File: src/rtl/instruction_fetch_if.sv
// IF stage bus: instruction-memory port, hazard/redirect controls, IF/ID outputs.
// Counters are live only when IF_PERF_CNT_EN is defined in the stage.
interface instruction_fetch_if #(
  parameter int INS_ADDRESS = 9,
  parameter int INS_W       = 32,
  parameter int PC_W        = 32
);
  logic [INS_ADDRESS-1:0] imem_ra;
  logic [INS_W-1:0]       imem_rd;
  logic                   stall;
  logic                   flush;
  logic                   redirect;
  logic [PC_W-1:0]        redirect_pc;
  logic [PC_W-1:0]        if_pc;
  logic [PC_W-1:0]        if_pc4;
  logic [INS_W-1:0]       if_inst;
  logic                   if_valid;
  logic                   if_misalign;
  logic [31:0]            fetch_count;
  logic [31:0]            redirect_count;

  modport slave (
    output imem_ra, if_pc, if_pc4, if_inst,
    output if_valid, if_misalign,
    output fetch_count, redirect_count,
    input  imem_rd, stall, flush,
    input  redirect, redirect_pc
  );

  modport master (
    input  imem_ra, if_pc, if_pc4, if_inst,
    input  if_valid, if_misalign,
    input  fetch_count, redirect_count,
    output imem_rd, stall, flush,
    output redirect, redirect_pc
  );
endinterface

File: src/rtl/instruction_fetch.sv
// Instruction fetch stage: PC register, imem address, IF/ID register.
// Optional perf counters enabled by IF_PERF_CNT_EN.
module instruction_fetch #(
  parameter int              INS_ADDRESS = 9,
  parameter int              INS_W       = 32,
  parameter int              PC_W        = 32,
  parameter logic [PC_W-1:0] RESET_PC    = '0
) (
  input logic               clk,
  input logic               reset,
  instruction_fetch_if.slave bus
);

  localparam logic [INS_W-1:0] NOP = INS_W'(32'h0000_0013);

  logic [PC_W-1:0]  r_pc;
  logic [PC_W-1:0]  w_pc4;
  logic [PC_W-1:0]  w_tgt;
  logic             w_bubble;
  logic             w_load;
  logic             r_mis_pend;
  logic [PC_W-1:0]  r_if_pc;
  logic [PC_W-1:0]  r_if_pc4;
  logic [INS_W-1:0] r_if_inst;
  logic             r_if_valid;
  logic             r_if_mis;

  assign w_pc4    = r_pc + PC_W'(4);
  assign w_tgt    = {bus.redirect_pc[PC_W-1:2], 2'b00};
  assign w_bubble = bus.redirect | bus.flush;
  assign w_load   = ~w_bubble & ~bus.stall;

  assign bus.imem_ra     = r_pc[INS_ADDRESS-1:0];
  assign bus.if_pc       = r_pc_out();
  assign bus.if_pc4      = r_if_pc4;
  assign bus.if_inst     = r_if_inst;
  assign bus.if_valid    = r_if_valid;
  assign bus.if_misalign = r_if_mis;

  function automatic logic [PC_W-1:0] r_pc_out();
    return r_if_pc;
  endfunction

  always_ff @(posedge clk or negedge reset) begin
    if (!reset) begin
      r_pc <= RESET_PC;
    end else if (bus.redirect) begin
      r_pc <= w_tgt;
    end else if (!bus.stall) begin
      r_pc <= w_pc4;
    end
  end

  // Misalignment flag follows the redirect to exactly one loaded word
  always_ff @(posedge clk or negedge reset) begin
    if (!reset) begin
      r_mis_pend <= 1'b0;
    end else if (bus.redirect) begin
      r_mis_pend <= |bus.redirect_pc[1:0];
    end else if (w_load) begin
      r_mis_pend <= 1'b0;
    end
  end

  always_ff @(posedge clk or negedge reset) begin
    if (!reset) begin
      r_if_pc    <= RESET_PC;
      r_if_pc4   <= RESET_PC + PC_W'(4);
      r_if_inst  <= NOP;
      r_if_valid <= 1'b0;
      r_if_mis   <= 1'b0;
    end else if (w_bubble) begin
      r_if_inst  <= NOP;
      r_if_valid <= 1'b0;
      r_if_mis   <= 1'b0;
    end else if (!bus.stall) begin
      r_if_pc    <= r_pc;
      r_if_pc4   <= w_pc4;
      r_if_inst  <= bus.imem_rd;
      r_if_valid <= 1'b1;
      r_if_mis   <= r_mis_pend;
    end
  end

`ifdef IF_PERF_CNT_EN
  logic [31:0] r_fetch_cnt;
  logic [31:0] r_redir_cnt;

  always_ff @(posedge clk or negedge reset) begin
    if (!reset) begin
      r_fetch_cnt <= '0;
      r_redir_cnt <= '0;
    end else begin
      if (w_load && r_fetch_cnt != '1)
        r_fetch_cnt <= r_fetch_cnt + 32'd1;
      if (bus.redirect && r_redir_cnt != '1)
        r_redir_cnt <= r_redir_cnt + 32'd1;
    end
  end

  assign bus.fetch_count    = r_fetch_cnt;
  assign bus.redirect_count = r_redir_cnt;
`else
  assign bus.fetch_count    = '0;
  assign bus.redirect_count = '0;
`endif

endmodule

File: src/flat_wrapper.sv
// flat-port wrapper written by rule: the top's interface ports become plain ports
module instruction_fetch_flat 
#(
  parameter int              INS_ADDRESS = 9,
  parameter int              INS_W       = 32,
  parameter int              PC_W        = 32,
  parameter logic [PC_W-1:0] RESET_PC    = '0
)
  (clk, reset, bus_imem_ra, bus_if_pc, bus_if_pc4, bus_if_inst, bus_if_valid, bus_if_misalign, bus_fetch_count, bus_redirect_count, bus_imem_rd, bus_stall, bus_flush, bus_redirect, bus_redirect_pc);
  instruction_fetch_if #(.INS_ADDRESS(INS_ADDRESS), .INS_W(INS_W), .PC_W(PC_W)) bus_i ();
  input logic clk;
  input logic reset;
  output wire logic [$bits(bus_i.imem_ra)-1:0] bus_imem_ra;
  output wire logic [$bits(bus_i.if_pc)-1:0] bus_if_pc;
  output wire logic [$bits(bus_i.if_pc4)-1:0] bus_if_pc4;
  output wire logic [$bits(bus_i.if_inst)-1:0] bus_if_inst;
  output wire logic [$bits(bus_i.if_valid)-1:0] bus_if_valid;
  output wire logic [$bits(bus_i.if_misalign)-1:0] bus_if_misalign;
  output wire logic [$bits(bus_i.fetch_count)-1:0] bus_fetch_count;
  output wire logic [$bits(bus_i.redirect_count)-1:0] bus_redirect_count;
  input wire logic [$bits(bus_i.imem_rd)-1:0] bus_imem_rd;
  input wire logic [$bits(bus_i.stall)-1:0] bus_stall;
  input wire logic [$bits(bus_i.flush)-1:0] bus_flush;
  input wire logic [$bits(bus_i.redirect)-1:0] bus_redirect;
  input wire logic [$bits(bus_i.redirect_pc)-1:0] bus_redirect_pc;
  assign bus_imem_ra = bus_i.imem_ra;
  assign bus_if_pc = bus_i.if_pc;
  assign bus_if_pc4 = bus_i.if_pc4;
  assign bus_if_inst = bus_i.if_inst;
  assign bus_if_valid = bus_i.if_valid;
  assign bus_if_misalign = bus_i.if_misalign;
  assign bus_fetch_count = bus_i.fetch_count;
  assign bus_redirect_count = bus_i.redirect_count;
  assign bus_i.imem_rd = bus_imem_rd;
  assign bus_i.stall = bus_stall;
  assign bus_i.flush = bus_flush;
  assign bus_i.redirect = bus_redirect;
  assign bus_i.redirect_pc = bus_redirect_pc;
  instruction_fetch #(.INS_ADDRESS(INS_ADDRESS), .INS_W(INS_W), .PC_W(PC_W), .RESET_PC(RESET_PC)) u_core (.clk(clk), .reset(reset), .bus(bus_i));
endmodule
File: config.mk
export PLATFORM = sky130hd
export DESIGN_NAME = instruction_fetch_flat
export DESIGN_NICKNAME = d
export VERILOG_FILES = /design/src/rtl/instruction_fetch_if.sv /design/src/rtl/instruction_fetch.sv /design/src/flat_wrapper.sv
export SDC_FILE = /design/constraint.sdc
export NUM_CORES = 1
export LEC_CHECK = 0
export BUFFER_PORTS_ARGS = -buffer_cell sky130_fd_sc_hd__buf_4
export CORE_AREA = 4 4 150 152
export DETAILED_ROUTE_END_ITERATION = 8
export DIE_AREA = 0 0 154 156
export GPL_TIMING_DRIVEN = 0
export PLACE_DENSITY_LB_ADDON = 0.2
export SYNTH_ARGS = -nofsm -noshare
export SYNTH_HDL_FRONTEND = slang
export SYNTH_SLANG_ARGS = --single-unit
File: constraint.sdc
create_clock -name clk -period 4.8 [get_ports clk]
set_input_delay 0.24 -clock clk [delete_from_list [all_inputs] [get_ports clk]]
set_output_delay 0.24 -clock clk [all_outputs]
set_load 0.01 [all_outputs]
==> results of run 1 <==
-- state kept, by name, indices dropped and copies added, names as in the netlist --
signal,flops
u_core.bus.if_inst,32
u_core.bus.if_misalign,1
u_core.bus.if_pc,30
u_core.bus.if_pc4,30
u_core.bus.if_valid,1
u_core.r_mis_pend,1
u_core.r_pc,30
-- cells by family (layout without fill, tap and decap cells) --
| group | count (synthesis) | after routing | share of synthesized area (%) |
|---|---|---|---|
| AND/OR/NAND/NOR | 247 | 247 | 19.1 |
| buffers and inverters | 131 | 334 | 12.9 |
| flip-flops | 125 | 125 | 49.9 |
| AO/OA/AOI/OAI | 95 | 95 | 9.56 |
| XOR/XNOR | 57 | 57 | 7.95 |
| multiplexers | 2 | 2 | 0.319 |
| adder cells (fa/ha/maj) | 1 | 1 | 0.199 |
| other | 1 | 70 | 0.0597 |
-- final cells by class --
cell class | count | area, sq um | share of cell area (%)
sequential | 125 | 3130 | 35.8
clock buffer | 26 | 499 | 5.70
timing repair buffer | 171 | 1310 | 15.0
inverter | 4 | 15.0 | 0.172
clock inverter | 6 | 60.1 | 0.686
tap | 275 | 344 | 3.93
buffer | 127 | 796 | 9.09
multi-input combinational | 472 | 2590 | 29.6
-- worst max-delay path by stage --
stage,from,to,slack (ps)
after floorplan,u_core.r_pc[2],u_core.r_pc[22],2880
final,u_core.r_pc[2],u_core.bus.if_pc4[20],2490
after global routing,u_core.r_pc[2],u_core.bus.if_pc4[20],2330
after CTS,u_core.r_pc[2],u_core.bus.if_pc4[20],2480
after global placement,bus_redirect,u_core.bus.if_pc[4],2380
after detailed placement,bus_redirect,u_core.bus.if_pc[6],2400
-- Yosys cell counts, types with 2 or more instances --
library cell | instances | area share (%)
nand2_1 | 162 | 9.7
dfrtp_1 | 121 | 48
buf_4 | 79 | 9.4
xnor2_1 | 54 | 7.5
o21ai_1 | 37 | 2.9
clkbuf_1 | 33 | 2.0
a22o_1 | 30 | 4.2
o21ai_0 | 24 | 1.9
nor2_1 | 20 | 1.2
nor3_1 | 14 | 1.1
buf_2 | 12 | 0.96
nor4_2 | 11 | 2.2
nand4_1 | 8 | 0.80
nand3_1 | 5 | 0.40
dfstp_2 | 4 | 1.7
inv_1 | 4 | 0.24
nor3_2 | 4 | 0.64
or2_2 | 4 | 0.40
nor4_1 | 3 | 0.30
or3_1 | 3 | 0.30
xor2_1 | 3 | 0.42
buf_1 | 2 | 0.12
mux2i_1 | 2 | 0.32
nor4b_2 | 2 | 0.48
o22a_1 | 2 | 0.28
-- repair_timing --
action | CTS | global route
setup endpoints to repair | 0 | 0
hold buffers | 1 | 0
hold endpoints to repair | 56 | 0
-- power groups by stage --
stage / clock [mW] / combinational (mW) / sequential, mW
finish: 1.23 / 0.619 / 1.26
global route: 1.31 / 0.687 / 1.28
CTS: 1.26 / 0.631 / 1.26
detailed placement: 0 / 0.629 / 1.28
global placement: 0 / 0.622 / 1.28
floorplan: 0 / 0.275 / 1.31
-- per-stage QoR --
step / hold WS, ps / setup slack, ps
global route: 26.8 / 2330
global placement: 449 / 2380
detailed placement: 250 / 2400
CTS: 16.0 / 2480
floorplan: -55.6 / 2880
finish: 30.9 / 2490
-- per-layer routing --
metal | global-route usage (%) | vias to the layer above
met5 | 0 | -
met3 | 4.99 | 14
met1 | 20.3 | 2382
met4 | 4.12 | 0
met2 | 25.2 | 151
li1 | - | 2554
-- worst register-to-register path, cell delays in order, from the launching register on --
cell and delay (ps):
dfrtp_1 460, ha_1 270, nand4_1 210, or3_1 410, clkbuf_1 310, nor3_1 280, xnor2_1 150, o21ai_1 70
==> results.toml, run 1 <==
[critical_path]
rrSetupSlack_ps = 2490
slowest_stage = "dfrtp_1"
worstPathArrival_ps = 2580
critPathMaxStageDelay_ps = 460
endpoint_kind = "register"
crit_buf_inv = 1
path_depth = 7
worstPathCellList = "ha_1, nand4_1, or3_1, clkbuf_1, nor3_1, xnor2_1, o21ai_1"
ff2ff_path_depth = 7
path_class = "register to register"
worst-path-max-fanout = 10
crit_required_ps = 5070
reg2reg_to = "u_core.bus.if_pc4[20]"
crit_family = "simple AND/OR/NAND/NOR gates"
start_kind = "register"
reg2reg_from = "u_core.r_pc[2]"

[cells_and_area]
diodes = 0
nNetsFinal = 988
utilization_pct = 41.6
final_common_cell = "buf_4"
layoutNonFillerInstCount = 1206
final_area_sq_um = 8750
area_growth_pct = 39.4
drive_above_1_share_pct = 34.2
fillCellCount = 2187
final_cell_mix = "buf_4 (247), nand2_1 (162), dfrtp_1 (121)"

[placement]
place.gp.congestion = 0.770
postPlaceCellArea_sq_um = 8180
dp_hpwl_um = 13900
placed_cells = 1173
io_buffer_count = 169

[timing]
period_minus_slack_ps = 2310
max-slew-margin-rel_pct = 29.9
fin_crit_sh_pct = 48.1
finalMaxSlewViolations = 0
skew_ps = 7.56
fmax_mhz = 433
setup-tns-final_ps = 0
setup_viol = 0
rsz0062_at_grt = "no"
hold_viol_final = 0
tightest_slew_ps = 1040

[route]
vias = 5101
drt_wl_total_um = 18700
met1_length_um = 8410
drc = 0
avgRoutedWirePerCell_um = 15.5
drt-pass1-iter-count = 4
vias_per_cell = 4.23
drt.antenna.violating_nets = 0
top_layer_used = "met4"
dr.first_iter.drc_count = 136
wl_met2_um = 8840
wl_met3_um = 1230

[power_and_ir_drop]
leakagePower_nw = 4.23
seq_power_share_pct = 40.6
power_mw = 3.11
power_frac_comb_pct = 19.9
clock_power_share_pct = 39.5
ir_worst_vdd_uv = 188
p_int_mw = 2.25
p_sw_share_pct = 27.6
switchingPower_mw = 0.858
powerDensity_nw_per_um2 = 355

[cts]
cts_tree = "done"
clk_path_buf_depth = 2
cts.sinks = 125
cts_resized = 0
cts.reportedPaths.clkPinSlew_ps = 60
ctsRootBufferMaster = "clkbuf_16"
cts-buffers-inserted = 17
htreeDepth = 4
clkLatencyLatePin_ps = 410
postCtsSetupBuffers = 0

[floorplan]
start_util_pct = 29.9
ioPinCount = 240
core_area_sq_um = 21000
die_h_um = 156
die-area_sq_um = 24000
rows = 53
die_w_um = 154

[global_route]
grt-ovfl-total = 0
grt_pass1_wl_um = 29600
antenna_found_initial = 0
grt_pass1_vias = 5252
grt_start_max_net_pins = 70
grt_usage_pct = 15.6

[logic_synthesis]
ys.flop_type = "dfrtp_1"
synth_warnings = 0
syn_avg_cell_area_sq_um = 9.53
ys_async_sr_fraction_pct = 100
yosysUniqueCellTypes = 41
synth-edff-count = 0
mappedNetlistArea_sq_um = 6280
syn_inst = 659
ys_seq_area_share_pct = 49.9
ys_ff_latch = 125

[worst_hold_path]
min_path_type = "input pin to register"
holdPathEnd = "u_core.r_pc[4]"
min_from = "bus_redirect_pc[4]"
whs_path_depth = 3

[status]
status = "finished, final reports clean"

[run]
cap_viol_max_count = 0
Power figures use the tool's default switching activity.
==> run 2, diff against run 1 <==
ABC_AREA = 1   (was default)
clock period = 2 ns   (was 4.8 ns; I/O delays follow)
==> run 2 against run 1 <==
  * Register-to-register slack lost 2200 ps
  * Non-clock buffer count grew 39
  * Clock-buffer cell count shrank 6
  * Fmax grew 32%
  * Global-route usage grew 0.62 points
  * Critical path type unchanged
  * Largest power group is now the clock network
  * Highest routed layer unchanged
==> results.toml, run 2 <==
[run]
cap_viol_max_count = 0

[timing]
setup_viol = 0
finalMaxSlewViolations = 0
period_minus_slack_ps = 1750
max-slew-margin-rel_pct = 61.0
tightest_slew_ps = 586
setup-tns-final_ps = 0
rsz0062_at_grt = "no"
hold_viol_final = 0
hold_slack_ps = 13.7
fin_crit_sh_pct = 87.5
fmax_mhz = 571
worst_slack_ps = 250
skew_ps = 11.5

[critical_path]
endpoint_kind = "register"
crit_required_ps = 2300
ff2ff_path_depth = 10
worstPathArrival_ps = 2050
path_class = "register to register"
worst-path-max-fanout = 7
start_kind = "register"

[floorplan]
ioPinCount = 240
core_area_sq_um = 21000
rows = 53
die_h_um = 156
die_w_um = 154
start_util_pct = 29.9
die-area_sq_um = 24000

[logic_synthesis]
ys_async_sr_fraction_pct = 100
mappedNetlistArea_sq_um = 6280
synth_warnings = 0
ys_ff_latch = 125
ys.flop_type = "dfrtp_1"
netlist.area_leader.share_pct = 48.2
synth-edff-count = 0
synth.largest_area_cell = "dfrtp_1"
syn_avg_cell_area_sq_um = 8.43
synth_commonest_cells = "nand2_1 (249), dfrtp_1 (121), buf_4 (77), inv_1 (60), nor2_1 (36)"
yosysUniqueCellTypes = 33
ys_top_cells_by_area = "dfrtp_1 (48%), nand2_1 (15%), buf_4 (9.2%)"
syn_inst = 745
yosysMostFrequentCell = "nand2_1"
ys_seq_area_share_pct = 49.9

[cts]
postCtsSetupBuffers = 0
cts.reportedPaths.clkPinSlew_ps = 60
cts.sinks = 125
cts_tree = "done"
clk_path_buf_depth = 2
htreeDepth = 4
clkLatencyLatePin_ps = 420
ctsRootBufferMaster = "clkbuf_16"
cts-buffers-inserted = 17

[cells_and_area]
final_cell_mix = "nand2_1 (249), buf_4 (244), dfrtp_1 (121)"
largest_reg_flops = 32
final_area_sq_um = 9470
layoutNonFillerInstCount = 1355
final_common_cell = "nand2_1"
area_growth_pct = 50.8
fillCellCount = 2104
drive_above_1_share_pct = 29.9
nNetsFinal = 1136

[global_route]
grt_start_max_net_pins = 70
grt-ovfl-total = 0
antenna_found_initial = 1
grt_pass1_wl_um = 31000
grt_usage_pct = 16.2
grt_pass1_vias = 5720

[worst_hold_path]
whs_path_depth = 5
min_path_type = "input pin to register"

[route]
avgRoutedWirePerCell_um = 14.3
vias_per_cell = 4.17
vias = 5648
drc = 0
dr.first_iter.drc_count = 275
drt.antenna.violating_nets = 0
drt-pass1-iter-count = 5
drt_wl_total_um = 19300

[placement]
postPlaceCellArea_sq_um = 8180
place.gp.congestion = 0.841
io_buffer_count = 168
dp_worst_setup_slack_ps = 248
dp_hpwl_um = 14500
placed_cells = 1258

[status]
status = "finished, final reports clean"

[power_and_ir_drop]
powerDensity_nw_per_um2 = 853
ir_worst_vdd_uv = 397
leakagePower_nw = 5.00
## run 2: changes by cell type after synthesis, sizes merged, moves of 4 or more
cell | previous run | this run
clkbuf | 33 | 6
nor2 | 20 | 49
or2 | 4 | 0
nand3 | 6 | 22
xor2 | 3 | 13
xnor2 | 54 | 1
inv | 4 | 64
nor4 | 14 | 0
buf | 94 | 98
o21ai | 61 | 67
nor3 | 18 | 0
nand4 | 9 | 1
nand2 | 162 | 253
## run 2: repair_timing
item                                   in CTS  in global routing
endpoints found under the hold margin     116                  0
hold buffers                               64                  0
resized for setup                           0                  0
## run 2: cell type report
| cell class | count | area, sq um | area share [%] |
|---|---|---|---|
| Clock buffer | 20 | 467 | 4.93 |
| Clock inverter | 12 | 184 | 1.94 |
| Timing Repair Buffer | 233 | 1930 | 20.4 |
| Inverter | 65 | 244 | 2.58 |
| Buffer | 104 | 717 | 7.57 |
| Multi-Input combinational cell | 520 | 2450 | 25.8 |
| Tap cell | 275 | 344 | 3.63 |
| Sequential cell | 125 | 3130 | 33.1 |
| Antenna cell | 1 | 2.50 | 0.0264 |
## run 2: path summary, 6_finish.rpt
check / startpoint / endpoint / slack [ps]
worst max-delay path: u_core.r_pc[2] / u_core.bus.if_pc4[24] / 250
worst min-delay path: bus_redirect_pc[26] / u_core.r_pc[26] / 10
worst max register to register: u_core.r_pc[2] / u_core.bus.if_pc4[24] / 250
worst min register to register: u_core.bus.if_pc[4] / u_core.bus.if_pc[4] / 470
max in group asynchronous: reset / u_core.bus.if_pc4[2] / 1000
min in group asynchronous: reset / u_core.bus.if_pc4[10] / 230
## run 2: metal layers
metal	vias to the layer above	routed length, um	global-route usage (%)
met3	30	1270	3.74
met4	0	434	5.55
li1	2867	-	-
met5	-	0	0
met2	196	8770	25.1
met1	2555	8850	22.5
## run 2: power by group
part,internal (mW),leakage [nW],total [mW],switching (mW)
registers,2.84,1.59,3.06,0.220
logic,0.812,3.09,1.64,0.826
clock network,2.20,0.313,3.38,1.19
total,5.85,5.00,8.08,2.23
## run 2: critical path, cell delays in order, from the launching register on
cell	delay, ps
dfrtp_1	470
ha_1	250
nand2_2	100
nor2_4	140
nand2_2	100
nor2_2	240
nand2_1	90
nand2_1	60
nand2_1	60
nand2_1	70
nand2_1	50
## run 2: stage by stage
step                      power (mW)  util (%)
final                           8.08      45.1
after global routing            8.54      45.1
after CTS                       8.19      45.0
after detailed placement        4.66      38.9
after global placement          4.64      38.7
after floorplan                 3.85         -
## run 2: kinds of logic (layout without fill, tap and decap cells)
| kind of cell | after synthesis | in the layout | share of synthesized area [%] |
|---|---|---|---|
| xor gates and xnor gates | 14 | 14 | 1.95 |
| buffers and inverters | 169 | 434 | 15.3 |
| other | 1 | 71 | 0.0597 |
| adders and majority gates | 1 | 1 | 0.199 |
| and+or+nand+nor | 326 | 326 | 21.6 |
| DFF | 125 | 125 | 49.9 |
| AOI/OAI and AO/OA | 109 | 109 | 11.0 |
==> run 3, diff against run 2 <==
PLACE_DENSITY = 0.52   (was default)
PLACE_DENSITY_LB_ADDON = default   (was 0.2)
==> run 3 against run 2 <==
  * Register-to-register slack better by 20 ps
  * Die area is the same
  * Clock-buffer cell count grew 1
  * Fmax grew 1.4%
  * Cell area shrank 0.44%
  * Via count is 2.2% lower
  * Hold slack got worse by 1.6 ps
  * Non-clock buffer count rose by 1
==> results.toml, run 3 (synthesized netlist as in run 2, its figures left out) <==
[global_route]
met3_usage_pct = 3.44
grt-ovfl-total = 0
grt_busiest_layer = "met2"
antenna_found_initial = 0
met1_usage_pct = 22.3
grt_start_max_net_pins = 80
grt_pass1_vias = 5651
grt_usage_pct = 16.3
grt_pass1_wl_um = 30900
grtUsageMet2_pct = 26.0

[worst_hold_path]
min_from = "bus_redirect_pc[19]"
holdPathEnd = "u_core.r_pc[19]"
whs_path_depth = 5
min_path_type = "input pin to register"

[cells_and_area]
fillCellCount = 2147
nNetsFinal = 1137
multi_input_area_sq_um = 2450
final_cell_mix = "nand2_1 (249), buf_4 (244), dfrtp_1 (121)"
final_common_cell = "nand2_1"
regArea_sq_um = 3130
diodes = 0
utilization_pct = 44.9
drive_above_1_share_pct = 29.7
largest_reg_flops = 32
area_growth_pct = 50.1

[power_and_ir_drop]
seq_power_share_pct = 38.8
power_frac_comb_pct = 20.8
power_mw = 7.89
p_sw_share_pct = 28.1
leakagePower_nw = 4.98
switchingPower_mw = 2.21
p_int_mw = 5.67
clock_power_share_pct = 40.4
powerDensity_nw_per_um2 = 836
ir_worst_vdd_uv = 368

[cts]
cts_tree = "done"
postCtsHoldBufs = 65
cts-buffers-inserted = 17
cts.sinks = 125
cts_resized = 0
postCtsSetupBuffers = 0
ctsRootBufferMaster = "clkbuf_16"
clk_path_buf_depth = 2
cts.reportedPaths.clkPinSlew_ps = 50
htreeDepth = 4
clkLatencyLatePin_ps = 420

[status]
status = "finished, final reports clean"

[critical_path]
critPathMaxStageDelay_ps = 470
ff2ff_path_depth = 10
crit_required_ps = 2300
worst-path-max-fanout = 7
worstPathCellList = "ha_1, nand2_2, nor2_4, nand2_2, nor2_2, nand2_1, nand2_1, nand2_1, nand2_1, nand2_1"
worstPathArrival_ps = 2030
rrSetupSlack_ps = 270
path_common_cell = "nand2_1"
endpoint_kind = "register"
crit_buf_inv = 0
path_class = "register to register"
slowest_stage = "dfrtp_1"
path_depth = 10
reg2reg_to = "u_core.bus.if_pc4[24]"
crit_family = "simple AND/OR/NAND/NOR gates"
start_kind = "register"
reg2reg_from = "u_core.r_pc[2]"

[floorplan]
start_util_pct = 29.9
die_h_um = 156
ioPinCount = 240
rows = 53
die-area_sq_um = 24000
core_area_sq_um = 21000
die_w_um = 154

[route]
vias = 5523
drt-pass1-iter-count = 6
drc = 0
avgRoutedWirePerCell_um = 14.2
dr.first_iter.drc_count = 381
drt.antenna.violating_nets = 0
vias_per_cell = 4.08
drt_wl_total_um = 19300

[timing]
hold_slack_ps = 12.1
setup_viol = 0
skew_ps = 12.9
period_minus_slack_ps = 1730
max-slew-margin-rel_pct = 62.5
setup-tns-final_ps = 0
finalMaxSlewViolations = 0
rsz0062_at_grt = "no"
fmax_mhz = 579
hold_viol_final = 0
worst_slack_ps = 273
fin_crit_sh_pct = 86.3
tightest_slew_ps = 562

[placement]
dp_worst_setup_slack_ps = 272
dp_hpwl_um = 14600
io_buffer_count = 168
place.gp.congestion = 0.827

[run]
cap_viol_max_count = 0
==> run 3: final cells by class <==
type | count | area share, %
multi-input combinational | 520 | 25.9
clock inverter | 11 | 1.50
inverter | 65 | 2.59
tap | 275 | 3.65
timing repair buffer | 234 | 20.6
sequential | 125 | 33.2
buffer | 104 | 7.60
clock buffer | 21 | 4.88
==> run 3: per-layer routing <==
layer | wire length (um) | vias up
met3 | 1100 | 4
met1 | 8960 | 2491
met5 | 0 | -
met2 | 9120 | 159
li1 | - | 2869
met4 | 92 | 0
==> run 3: power groups by stage <==
stage	combinational (mW)	clock (mW)	sequential [mW]
2_1_floorplan	0.672	0	3.18
3_3_place_gp	1.55	0	3.09
3_5_place_dp	1.56	0	3.10
4_1_cts	1.67	3.26	3.06
5_1_grt	1.83	3.37	3.11
6_report	1.64	3.18	3.06
==> run 3: per-stage QoR <==
step | cell area, sq um | instances
global placement | 8150 | 1257
global route | 9430 | 1355
finish | 9430 | 1355
floorplan | 6540 | 814
CTS | 9430 | 1355
detailed placement | 8180 | 1258
==> run 3: how the worst max path moves through the flow <==
stage,from,endpoint,slack (ps)
2_1_floorplan,u_core.r_pc[2],u_core.bus.if_pc4[22],570
3_3_place_gp,u_core.r_pc[2],u_core.bus.if_pc4[24],270
3_5_place_dp,u_core.r_pc[2],u_core.bus.if_pc4[24],270
4_1_cts,u_core.r_pc[2],u_core.bus.if_pc4[24],260
5_1_grt,u_core.r_pc[2],u_core.bus.if_pc4[24],130
6_report,u_core.r_pc[2],u_core.bus.if_pc4[24],270
==> run 3: worst register-to-register path, delay by kind of cell, from the launching register on <==
family,cells,cell delay [ps]
and+or+nand+nor,9,900
DFF,1,470
adders and majority gates,1,240
